## config.mk

```make
export PLATFORM = sky130hd
export DESIGN_NAME = expr_eval_flat
export DESIGN_NICKNAME = d
export VERILOG_FILES = /design/src/rtl/expr_pkg.sv /design/src/rtl/expr_eval_if.sv /design/src/rtl/expr_stack.sv /design/src/rtl/expr_eval.sv /design/src/flat_wrapper.sv
export SDC_FILE = /design/constraint.sdc
export NUM_CORES = 2
export LEC_CHECK = 0
export BUFFER_PORTS_ARGS = -buffer_cell sky130_fd_sc_hd__buf_2
export CORE_UTILIZATION = 55
export CTS_CLUSTER_DIAMETER = 150
export DETAILED_ROUTE_END_ITERATION = 8
export HOLD_SLACK_MARGIN = 0.03
export PLACE_DENSITY = 0.71
export SLEW_MARGIN = 10
export SYNTH_ARGS = -nofsm -noshare
export SYNTH_HDL_FRONTEND = slang
export SYNTH_HIERARCHICAL = 1
export SYNTH_SLANG_ARGS = --single-unit
```

## constraint.sdc

```tcl
create_clock -name clk -period 12 [get_ports clk]
set_input_delay 2.4 -clock clk [delete_from_list [all_inputs] [get_ports clk]]
set_output_delay 2.4 -clock clk [all_outputs]
set_load 0.1 [all_outputs]
```

## src/rtl/expr_pkg.sv

```systemverilog
// Shared definitions for the streaming expression evaluator: ASCII codes,
// token-class encoding and a digit classifier.
package expr_pkg;

    localparam logic [7:0] ChZero = 8'h30;
    localparam logic [7:0] ChNine = 8'h39;
    localparam logic [7:0] ChPlus = 8'h2b;
    localparam logic [7:0] ChStar = 8'h2a;
    localparam logic [7:0] ChLpar = 8'h28;
    localparam logic [7:0] ChRpar = 8'h29;

    // Class of the most recently accepted token.
    typedef enum logic [1:0] {
        LastNone = 2'd0,
        LastOpnd = 2'd1,
        LastOp   = 2'd2,
        LastLpar = 2'd3
    } last_e;

    function automatic logic is_digit(logic [7:0] c);
        return (c >= ChZero) && (c <= ChNine);
    endfunction

endpackage

```

## src/rtl/expr_eval_if.sv

```systemverilog
// Character-stream interface of expr_eval: one ASCII char in, registered
// value/done/err out.
interface expr_eval_if #(
    parameter int unsigned W = 32
);
    logic [7:0]   in;
    logic [W-1:0] value;
    logic         done;
    logic         err;

    modport master (output in, input value, done, err);
    modport slave  (input in, output value, done, err);
endinterface

```

## src/rtl/expr_stack.sv

```systemverilog
// LIFO of {S,P} pairs for enclosing nesting levels. Top is combinational so a
// ')' can fold the popped level in the same cycle.
module expr_stack #(
    parameter int unsigned W     = 32,
    parameter int unsigned DEPTH = 8
) (
    input  logic           clk,
    input  logic           clr,
    input  logic           push,
    input  logic           pop,
    input  logic [2*W-1:0] wdata,
    output logic [2*W-1:0] top,
    output logic           full,
    output logic           empty
);
    localparam int unsigned PW = $clog2(DEPTH + 1);
    localparam int unsigned AW = (DEPTH > 1) ? $clog2(DEPTH) : 1;

    logic [PW-1:0]  ptr_q;
    logic [2*W-1:0] mem_q [DEPTH];

    always_ff @(posedge clk) begin
        if (!clr) begin
            ptr_q <= '0;
        end else if (push) begin
            ptr_q <= ptr_q + PW'(1);
        end else if (pop) begin
            ptr_q <= ptr_q - PW'(1);
        end
    end

    // Entry storage needs no reset: only slots below the pointer are ever read.
    always_ff @(posedge clk) begin
        if (clr && push) begin
            mem_q[AW'(ptr_q)] <= wdata;
        end
    end

    always_comb begin
        full  = (ptr_q == PW'(DEPTH));
        empty = (ptr_q == '0);
        top   = empty ? '0 : mem_q[AW'(ptr_q - PW'(1))];
    end

endmodule

```

## src/rtl/expr_eval.sv

```systemverilog
// Streaming evaluator for single-digit +, * and parenthesised expressions,
// one char per clock, reporting the value of every complete prefix.
module expr_eval
    import expr_pkg::*;
#(
    parameter int unsigned W     = 32,
    parameter int unsigned DEPTH = 8
) (
    input  logic           clk,
    input  logic           clr,
    expr_eval_if.slave     bus
);
    localparam int unsigned DW = $clog2(DEPTH + 1);

    logic [W-1:0]   s_q, s_d, p_q, p_d, value_q, value_d, sum, digit_val;
    logic [DW-1:0]  depth_q, depth_d;
    last_e          last_q, last_d;
    logic           err_q, err_d, done_q, done_d;
    logic           push, pop, ok, full, empty;
    logic [2*W-1:0] top;

    expr_stack #(
        .W     (W),
        .DEPTH (DEPTH)
    ) u_stack (
        .clk   (clk),
        .clr   (clr),
        .push  (push),
        .pop   (pop),
        .wdata ({s_q, p_q}),
        .top   (top),
        .full  (full),
        .empty (empty)
    );

    always_ff @(posedge clk) begin
        if (!clr) begin
            s_q     <= '0;
            p_q     <= W'(1);
            depth_q <= '0;
            last_q  <= LastNone;
            err_q   <= 1'b0;
            done_q  <= 1'b0;
            value_q <= '0;
        end else begin
            s_q     <= s_d;
            p_q     <= p_d;
            depth_q <= depth_d;
            last_q  <= last_d;
            err_q   <= err_d;
            done_q  <= done_d;
            value_q <= value_d;
        end
    end

    always_comb begin
        s_d       = s_q;
        p_d       = p_q;
        depth_d   = depth_q;
        last_d    = last_q;
        err_d     = err_q;
        done_d    = done_q;
        value_d   = value_q;
        push      = 1'b0;
        pop       = 1'b0;
        ok        = 1'b1;
        sum       = s_q + p_q;
        digit_val = W'(bus.in[3:0]);

        // After an error everything holds until clr.
        if (!err_q) begin
            if (is_digit(bus.in)) begin
                ok     = (last_q != LastOpnd);
                p_d    = p_q * digit_val;
                last_d = LastOpnd;
            end else if (bus.in == ChStar) begin
                ok     = (last_q == LastOpnd);
                last_d = LastOp;
            end else if (bus.in == ChPlus) begin
                ok     = (last_q == LastOpnd);
                s_d    = sum;
                p_d    = W'(1);
                last_d = LastOp;
            end else if (bus.in == ChLpar) begin
                ok      = (last_q != LastOpnd) && !full;
                push    = ok;
                s_d     = '0;
                p_d     = W'(1);
                depth_d = depth_q + DW'(1);
                last_d  = LastLpar;
            end else if (bus.in == ChRpar) begin
                ok      = (last_q == LastOpnd) && !empty;
                pop     = ok;
                s_d     = top[2*W-1:W];
                p_d     = top[W-1:0] * sum;
                depth_d = depth_q - DW'(1);
                last_d  = LastOpnd;
            end else begin
                ok = 1'b0;
            end

            if (!ok) begin
                s_d     = s_q;
                p_d     = p_q;
                depth_d = depth_q;
                last_d  = last_q;
                err_d   = 1'b1;
                done_d  = 1'b0;
            end else begin
                done_d = (last_d == LastOpnd) && (depth_d == '0);
                if (done_d) begin
                    value_d = s_d + p_d;
                end
            end
        end
    end

    always_comb begin
        bus.value = value_q;
        bus.done  = done_q;
        bus.err   = err_q;
    end

endmodule

```

## src/flat_wrapper.sv

```systemverilog
// flat-port wrapper written by rule: the top's interface ports become plain ports
module expr_eval_flat import expr_pkg::*;
#(
    parameter int unsigned W     = 32,
    parameter int unsigned DEPTH = 8
)
  (clk, clr, bus_in, bus_value, bus_done, bus_err);
  expr_eval_if #(.W(W)) bus_i ();
  input  logic clk;
  input  logic clr;
  input wire logic [$bits(bus_i.in)-1:0] bus_in;
  output wire logic [$bits(bus_i.value)-1:0] bus_value;
  output wire logic [$bits(bus_i.done)-1:0] bus_done;
  output wire logic [$bits(bus_i.err)-1:0] bus_err;
  assign bus_i.in = bus_in;
  assign bus_value = bus_i.value;
  assign bus_done = bus_i.done;
  assign bus_err = bus_i.err;
  expr_eval #(.W(W), .DEPTH(DEPTH)) u_core (.clk(clk), .clr(clr), .bus(bus_i));
endmodule
```

* Word level (Yosys, flattened, before mapping)
Memory sizes are Yosys's and may differ from the RTL's.
Index checks and enable logic that the tools add are counted.
** Operators by class
- Reductions and logical operators :: 12
- Equal/unequal tests :: 8
- Multiply operators :: 2
- Mux-type cells :: 48
- $add $sub $neg :: 6
- $lt $le $gt $ge :: 2
- Bitwise logic cells :: 1
** Operators with widths (number)
- 32-bit 2-to-1 mux :: 12
- 32-bit adder :: 2
- 64-bit 2-to-1 mux :: 1
- 8-bit by 6-bit == test with 1-bit output, second input constant :: 4
- 32-bit by 32-bit multiplier with 32-bit output :: 1
- 32-bit by 4-bit multiplier with 32-bit output :: 1
- 4-bit 2-to-1 mux :: 8
- 1-bit 2-to-1 mux :: 21
- 2-bit 2-to-1 mux :: 6
- 4-bit by 1-bit adder with 4-bit output, second input constant :: 2
- 8-bit by 6-bit greater-or-equal comparator with 1-bit output, second input constant :: 1
- 8-bit by 6-bit <= comparator with 1-bit output, second input constant :: 1
- 4-bit logical NOT :: 2
- 4-bit by 1-bit subtractor with 4-bit output, second input constant :: 2
- 1-bit logical AND :: 5
- 2-bit by 1-bit == test with 1-bit output, second input constant :: 2
- 4-bit == test, second input constant :: 1
- 3-bit AND reduction :: 1
- 1-bit logical NOT :: 2
- 2-bit by 1-bit inequality test with 1-bit output, second input constant :: 1
- 2-bit AND reduction :: 1
- 2-bit nonzero test :: 1
- 1-bit inverter :: 1
** Word-level totals
- Register bits after elaboration :: 108
- Memories :: 1
- Word-level logic and storage cells :: 88
- RAM bits :: 512
** Memory list
- u_core.u_stack.mem_q :: depth 8, width 64, read ports 1, clocked after memory_dff 0, wr ports 1, RTL line expr_stack.sv:20 : logic [2*W-1:0] mem_q [DEPTH];

* Longest topological paths before layout
- Word-level depth :: 11
- Depth in mapped cells :: 51
- Mapped depth without buffers :: 46

* Cells and area by module
Netlist, hierarchy kept.
** By module, submodules not included
- expr_eval :: times used 1, area an instance 27138.5 sq um, sequential area each 2082.0 sq um, cells an instance 3229
- expr_stack :: times used 1, area an instance 19418.6 sq um, sequential area each 15454.8 sq um, cells an instance 791

* Worst setup path after synthesis
No wires, ideal clock.
- Path kind :: register -> register
- From :: reg u_core.s_q[0]
- To :: reg u_core.value_q[31] (netlist: u_core/bus.value[31])
- Period minus slack after synthesis :: 11.131 ns
- Data required time :: 11.930 ns
- Slack :: 0.869 ns
- Arrival :: 11.061 ns
- Stages on the path, launching flop included :: 48
- Path through :: dfxtp_1 > ha_1 > fa_1 > a211oi_2 > o21ai_2 > or3_1 > a21oi_2 > o21ai_0 > a21o_1 > a21o_1 > a21oi_1 > o21ai_0 > xor2_1 > clkbuf_1 > nand2_1 > fa_1 > inv_1 > fa_1 > [12 not listed] > xnor2_1 > xnor2_1 > xnor3_1 > xnor2_2 > xnor2_1 > xnor3_2 > xor3_2 > a31oi_1 > a32oi_1 > o21ai_0 > o221ai_2 > xnor2_2 > or4_4 > o211ai_2 > a21boi_2 > xor2_1 > mux2_2 > a21boi_1
** On the way
- Cells in the longest elaborated chain, start to end :: 9
- Elaborated cells on any way between the ends :: 15
- Classes of those cells :: add/sub (2); mul (1); mux (12)
** Ends and longest elaborated chain
- start: declaration :: RTL line expr_eval.sv:15 : logic [W-1:0] s_q, s_d, p_q, p_d, value_q, value_d, sum, digit_val;
- start signal: assignment :: RTL line expr_eval.sv:38 : s_q <= '0;
- start signal: assignment :: RTL line expr_eval.sv:46 : s_q <= s_d;
- 32-bit adder :: RTL line expr_eval.sv:67 : sum = s_q + p_q;
- 32-bit by 32-bit multiplier with 32-bit output :: RTL line expr_eval.sv:95 : p_d = top[W-1:0] * sum;
- 32-bit 2-to-1 mux :: RTL line expr_eval.sv:91 : end else if (bus.in == ChRpar) begin
- 32-bit 2-to-1 mux :: RTL line expr_eval.sv:84 : end else if (bus.in == ChLpar) begin
- 32-bit 2-to-1 mux :: RTL line expr_eval.sv:79 : end else if (bus.in == ChPlus) begin
- 32-bit 2-to-1 mux :: RTL line expr_eval.sv:76 : end else if (bus.in == ChStar) begin
- 32-bit 2-to-1 mux :: RTL line expr_eval.sv:72 : if (is_digit(bus.in)) begin
- 32-bit 2-to-1 mux :: RTL line expr_eval.sv:71 : if (!err_q) begin
- 32-bit adder * :: RTL line expr_eval.sv:112 : value_d = s_d + p_d;
- end signal: assignment :: RTL line expr_eval.sv:52 : value_q <= value_d;
- end: declaration :: RTL line expr_eval.sv:15
Mark *: on every way between the ends. The rest lies on a longest branch, timed or not. The select of a mux whose other input is x is not followed.
A chain may end at the register's enable or synchronous reset.

* Worst setup path in the final report
- From :: reg u_core.s_q[1]
- To :: reg u_core.value_q[31] (netlist: u_core/bus.value[31])
The elaborated chain is that of the path after synthesis.

==> results.md <==
* DRT Pass-1 Iters at 5
* First-pass GRT wire length at ~190000 um
* Headroom to the max-slew limit at 0.270
* Layout Skew at about 0.075 ns
* WL/cell at ~24 um
* Fin Setup TNS at 0 ns
* Layout cell share with drive strength beyond 1 at 0.115
* Worst EP required at 12.61 ns
* Measured slew at the worst slew-check pin at 1.10 ns
* Pwr dens at ~84 mW/mm^2
* Initial Util at 0.556
* VDD IR max at around 0.00013 V
* Clock insertion delay at the later pin of the skew report at between 0.6 and 0.7 ns
* Initial antenna violation count at 5
* Maximum root-to-sink buffer count at 3
* FP Rows at approximately 110
* Mapped Area at ~0.047 mm^2
* Via count at 31400
* WP data arrival at approximately 12 ns
* CP top delay family: adder cells
* Yosys top cell by area: edfxtp_1
* DRT antenna net count at 0
* Most frequent cells after synthesis: nand2_1, edfxtp_1, inv_1, fa_1, and2_1
* CP Depth at 44
* TritonCTS Buffers at 59
* Fmax at between 80 and 90 MHz
* Max Slew Vio Count at 0
* Buffer and inverter count on the worst path at 7
* Drt first-iter violations at just under 3000
* I/O pin total at between 40 and 50
* Post-synth cell types at 81
* Final RePlAce weighted congestion at 0.955
* Primary FF master, synth: edfxtp_1
* Avg Cell Area, Syn at roughly 12 um^2
* Post-place setup slack at between 0.1 and 0.15 ns
* Root Driver: clkbuf_16
* Most frequent cell after synthesis: nand2_1
* IO buf count at between 40 and 50
* Fin nets at 4781
* Lkg Pwr at ~0.022 uW
* Die ar. at between 0.08 and 0.09 mm^2
* EDFF count, synth at between 500 and 600
* Setup crit start kind: register
* Slowest-stage cell, CP: xnor2_1
* Setup ws final at around 0.50 ns
* Final worst-path cycle share at 0.958
* Top post-synthesis cells by area: edfxtp_1, fa_1, mux4_2, ha_1, dfxtp_1
* CP most frequent cell: fa_1
* Final min period at between 10 and 15 ns
* CTS tree: done
* Vias in the first global route at roughly 32000
* Final setup violation count at 0
* Met3 wire length at 11200 um
* Critical path class: reg2reg
* Die Height at around 290 um
* Vias per cell at 5.96
* Mapped Cells at approximately 4000
* Status: completed
* Hold Path Depth at 2
* DRC at 0
* Layout overhead on the synthesized area at 9.08%
* Critical Path Fanout Max at 11
* Yosys reg bits at 620
* Wl on met1 at roughly 52000 um
* Fillers at approximately 6600
* CP Capture Type: register
* Hold Crit Class: reg2reg
* Total gr overflow at 0
* Die Wd at just under 300 um
* Max Cap Viol at 0
* Max incr delay on CP at about 0.80 ns
* CTS sink count at between 600 and 700
* Final core occ at 0.607
* RSZ-0062 raised after global routing: false
* Total core area at 0.0837 mm^2
* Clock transition at path regs at approximately 0.070 ns
* Mapped Nets at roughly 4700
* Total Power at between 4000 and 5000 uW
* Drt total wl at about 120000 um
* Post-synth ARST share at 0
* Highest metal used: met5
* Largest net degree at the start of global routing at 84
* Met2 wire len at ~57000 um
* Synthesis Warnings at 6
* HPWL Detailed at between 90000 and 100000 um
* CTS H-Tree Depth at 2
* Sequential element share of the synthesized area at 0.377
* Total GRT Usage at 0.296
* Top-area cell type share of the netlist area at 0.330
* Worst Reg-to-Reg Cells at 44
* Final hold vios at 0
[layout by cell type (no fill, tap or decap), types with 14 or more instances in the layout]
cell	Yosys	routed
buf_4	0	157
ha_1	221	220
nor3_1	23	21
edfxtp_1	512	512
o21bai_1	27	26
xnor2_1	122	112
mux4_2	128	128
inv_1	501	501
a22o_1	64	62
xor2_1	40	39
mux2i_1	59	59
a21o_1	55	54
nand2_1	516	516
nand3_1	31	30
a21oi_1	141	137
fa_1	467	466
dfxtp_1	108	107
nor3b_1	23	23
clkbuf_1	152	22
a21boi_0	34	34
a221oi_1	24	23
clkbuf_16	0	59
buf_2	23	41
nor2_1	125	118
o21ai_0	80	79
nor2b_1	43	43
and2_1	294	294
nand4_1	14	14
nand2b_1	20	20
[stage by stage]
stage	instance area, um^2	hold slack [ns]	instances
final	50800	0.501	5269
after global routing	50800	0.523	5268
after CTS	50700	0.497	5264
after detailed placement	48800	0.484	5152
after global placement	48800	0.473	5152
after floorplan	46600	0.452	4020
[path summary, 6_finish.rpt]
check / from / end / slack, ns
setup / recovery: u_core/s_q[1]$_SDFFE_PN0P_ / u_core/bus.value[31]$_SDFFE_PN0P_ / 0.50
hold / removal: u_core/bus.value[30]$_SDFFE_PN0P_ / u_core/bus.value[30]$_SDFFE_PN0P_ / 0.50
setup reg to reg: u_core/s_q[1]$_SDFFE_PN0P_ / u_core/bus.value[31]$_SDFFE_PN0P_ / 0.50
hold reg to reg: u_core/bus.value[30]$_SDFFE_PN0P_ / u_core/bus.value[30]$_SDFFE_PN0P_ / 0.50
[power breakdown]
| group | total [uW] | internal, uW | leakage (uW) | switching, uW |
|---|---|---|---|---|
| clock | 1850 | 1020 | 0.000928 | 825 |
| combinational | 106 | 32.5 | 0.0149 | 73.7 |
| sequential | 2310 | 2300 | 0.00607 | 5.12 |
| total | 4260 | 3360 | 0.0219 | 904 |
[timing repair]
| item | 4_1_cts | 5_1_grt |
|---|---|---|
| endpoints found under the setup margin | 0 | 4 |
| buffers inserted | 0 | 4 |
| hold buffers | 0 | 0 |
| gates resized for setup | 0 | 15 |
[metal layers]
layer | GRT usage | vias up
met5 | 0 | -
met4 | 0.0870 | 8
met3 | 0.0431 | 224
met2 | 0.465 | 1425
met1 | 0.430 | 16000
li1 | - | 13700
[registers in the layout (all words and copies together), names as in the netlist]
signal and cells:
u_core/u_stack/mem_q 512, u_core/bus.value 32, u_core/p_q 32, u_core/s_q 32
u_core/depth_q 4, u_core/u_stack/ptr_q 4, u_core/last_q 2, u_core/bus.done 1
u_core/bus.err 1
[worst reg2reg max path, delay by kind of cell, from the launching register on]
kind	cells	cell delay [ns]
flip-flops	1	0.33
XOR/XNOR	11	2.83
AND/OR/NAND/NOR	3	0.90
buffers and inverters	7	0.49
adder cells (fa/ha/maj)	9	4.19
multiplexers	1	0.26
AO/OA/AOI/OAI	13	2.45
[final cells by class]
class                           count  area [um^2]  share of cell area
Sequential cell                   620        17500               0.345
Clock inverter                     29          338             0.00665
Multi-Input combinational cell   2698        26500               0.522
Inverter                          501         1880              0.0370
Antenna cell                        1         2.50           0.0000493
Clock buffer                       83         1590              0.0312
Timing Repair Buffer              203         1490              0.0294
Tap cell                         1134         1420              0.0279
[cells by family after synthesis]
| family | after synthesis | share of synthesized area |
|---|---|---|
| buffers and inverters | 702 | 0.0591 |
| XOR/XNOR | 174 | 0.0357 |
| adder cells (fa/ha/maj) | 688 | 0.260 |
| flip-flops | 620 | 0.377 |
| multiplexers | 189 | 0.0751 |
| AO/OA/AOI/OAI | 532 | 0.0779 |
| AND/OR/NAND/NOR | 1115 | 0.115 |
Note: power is estimated with default switching activity, not from simulation.
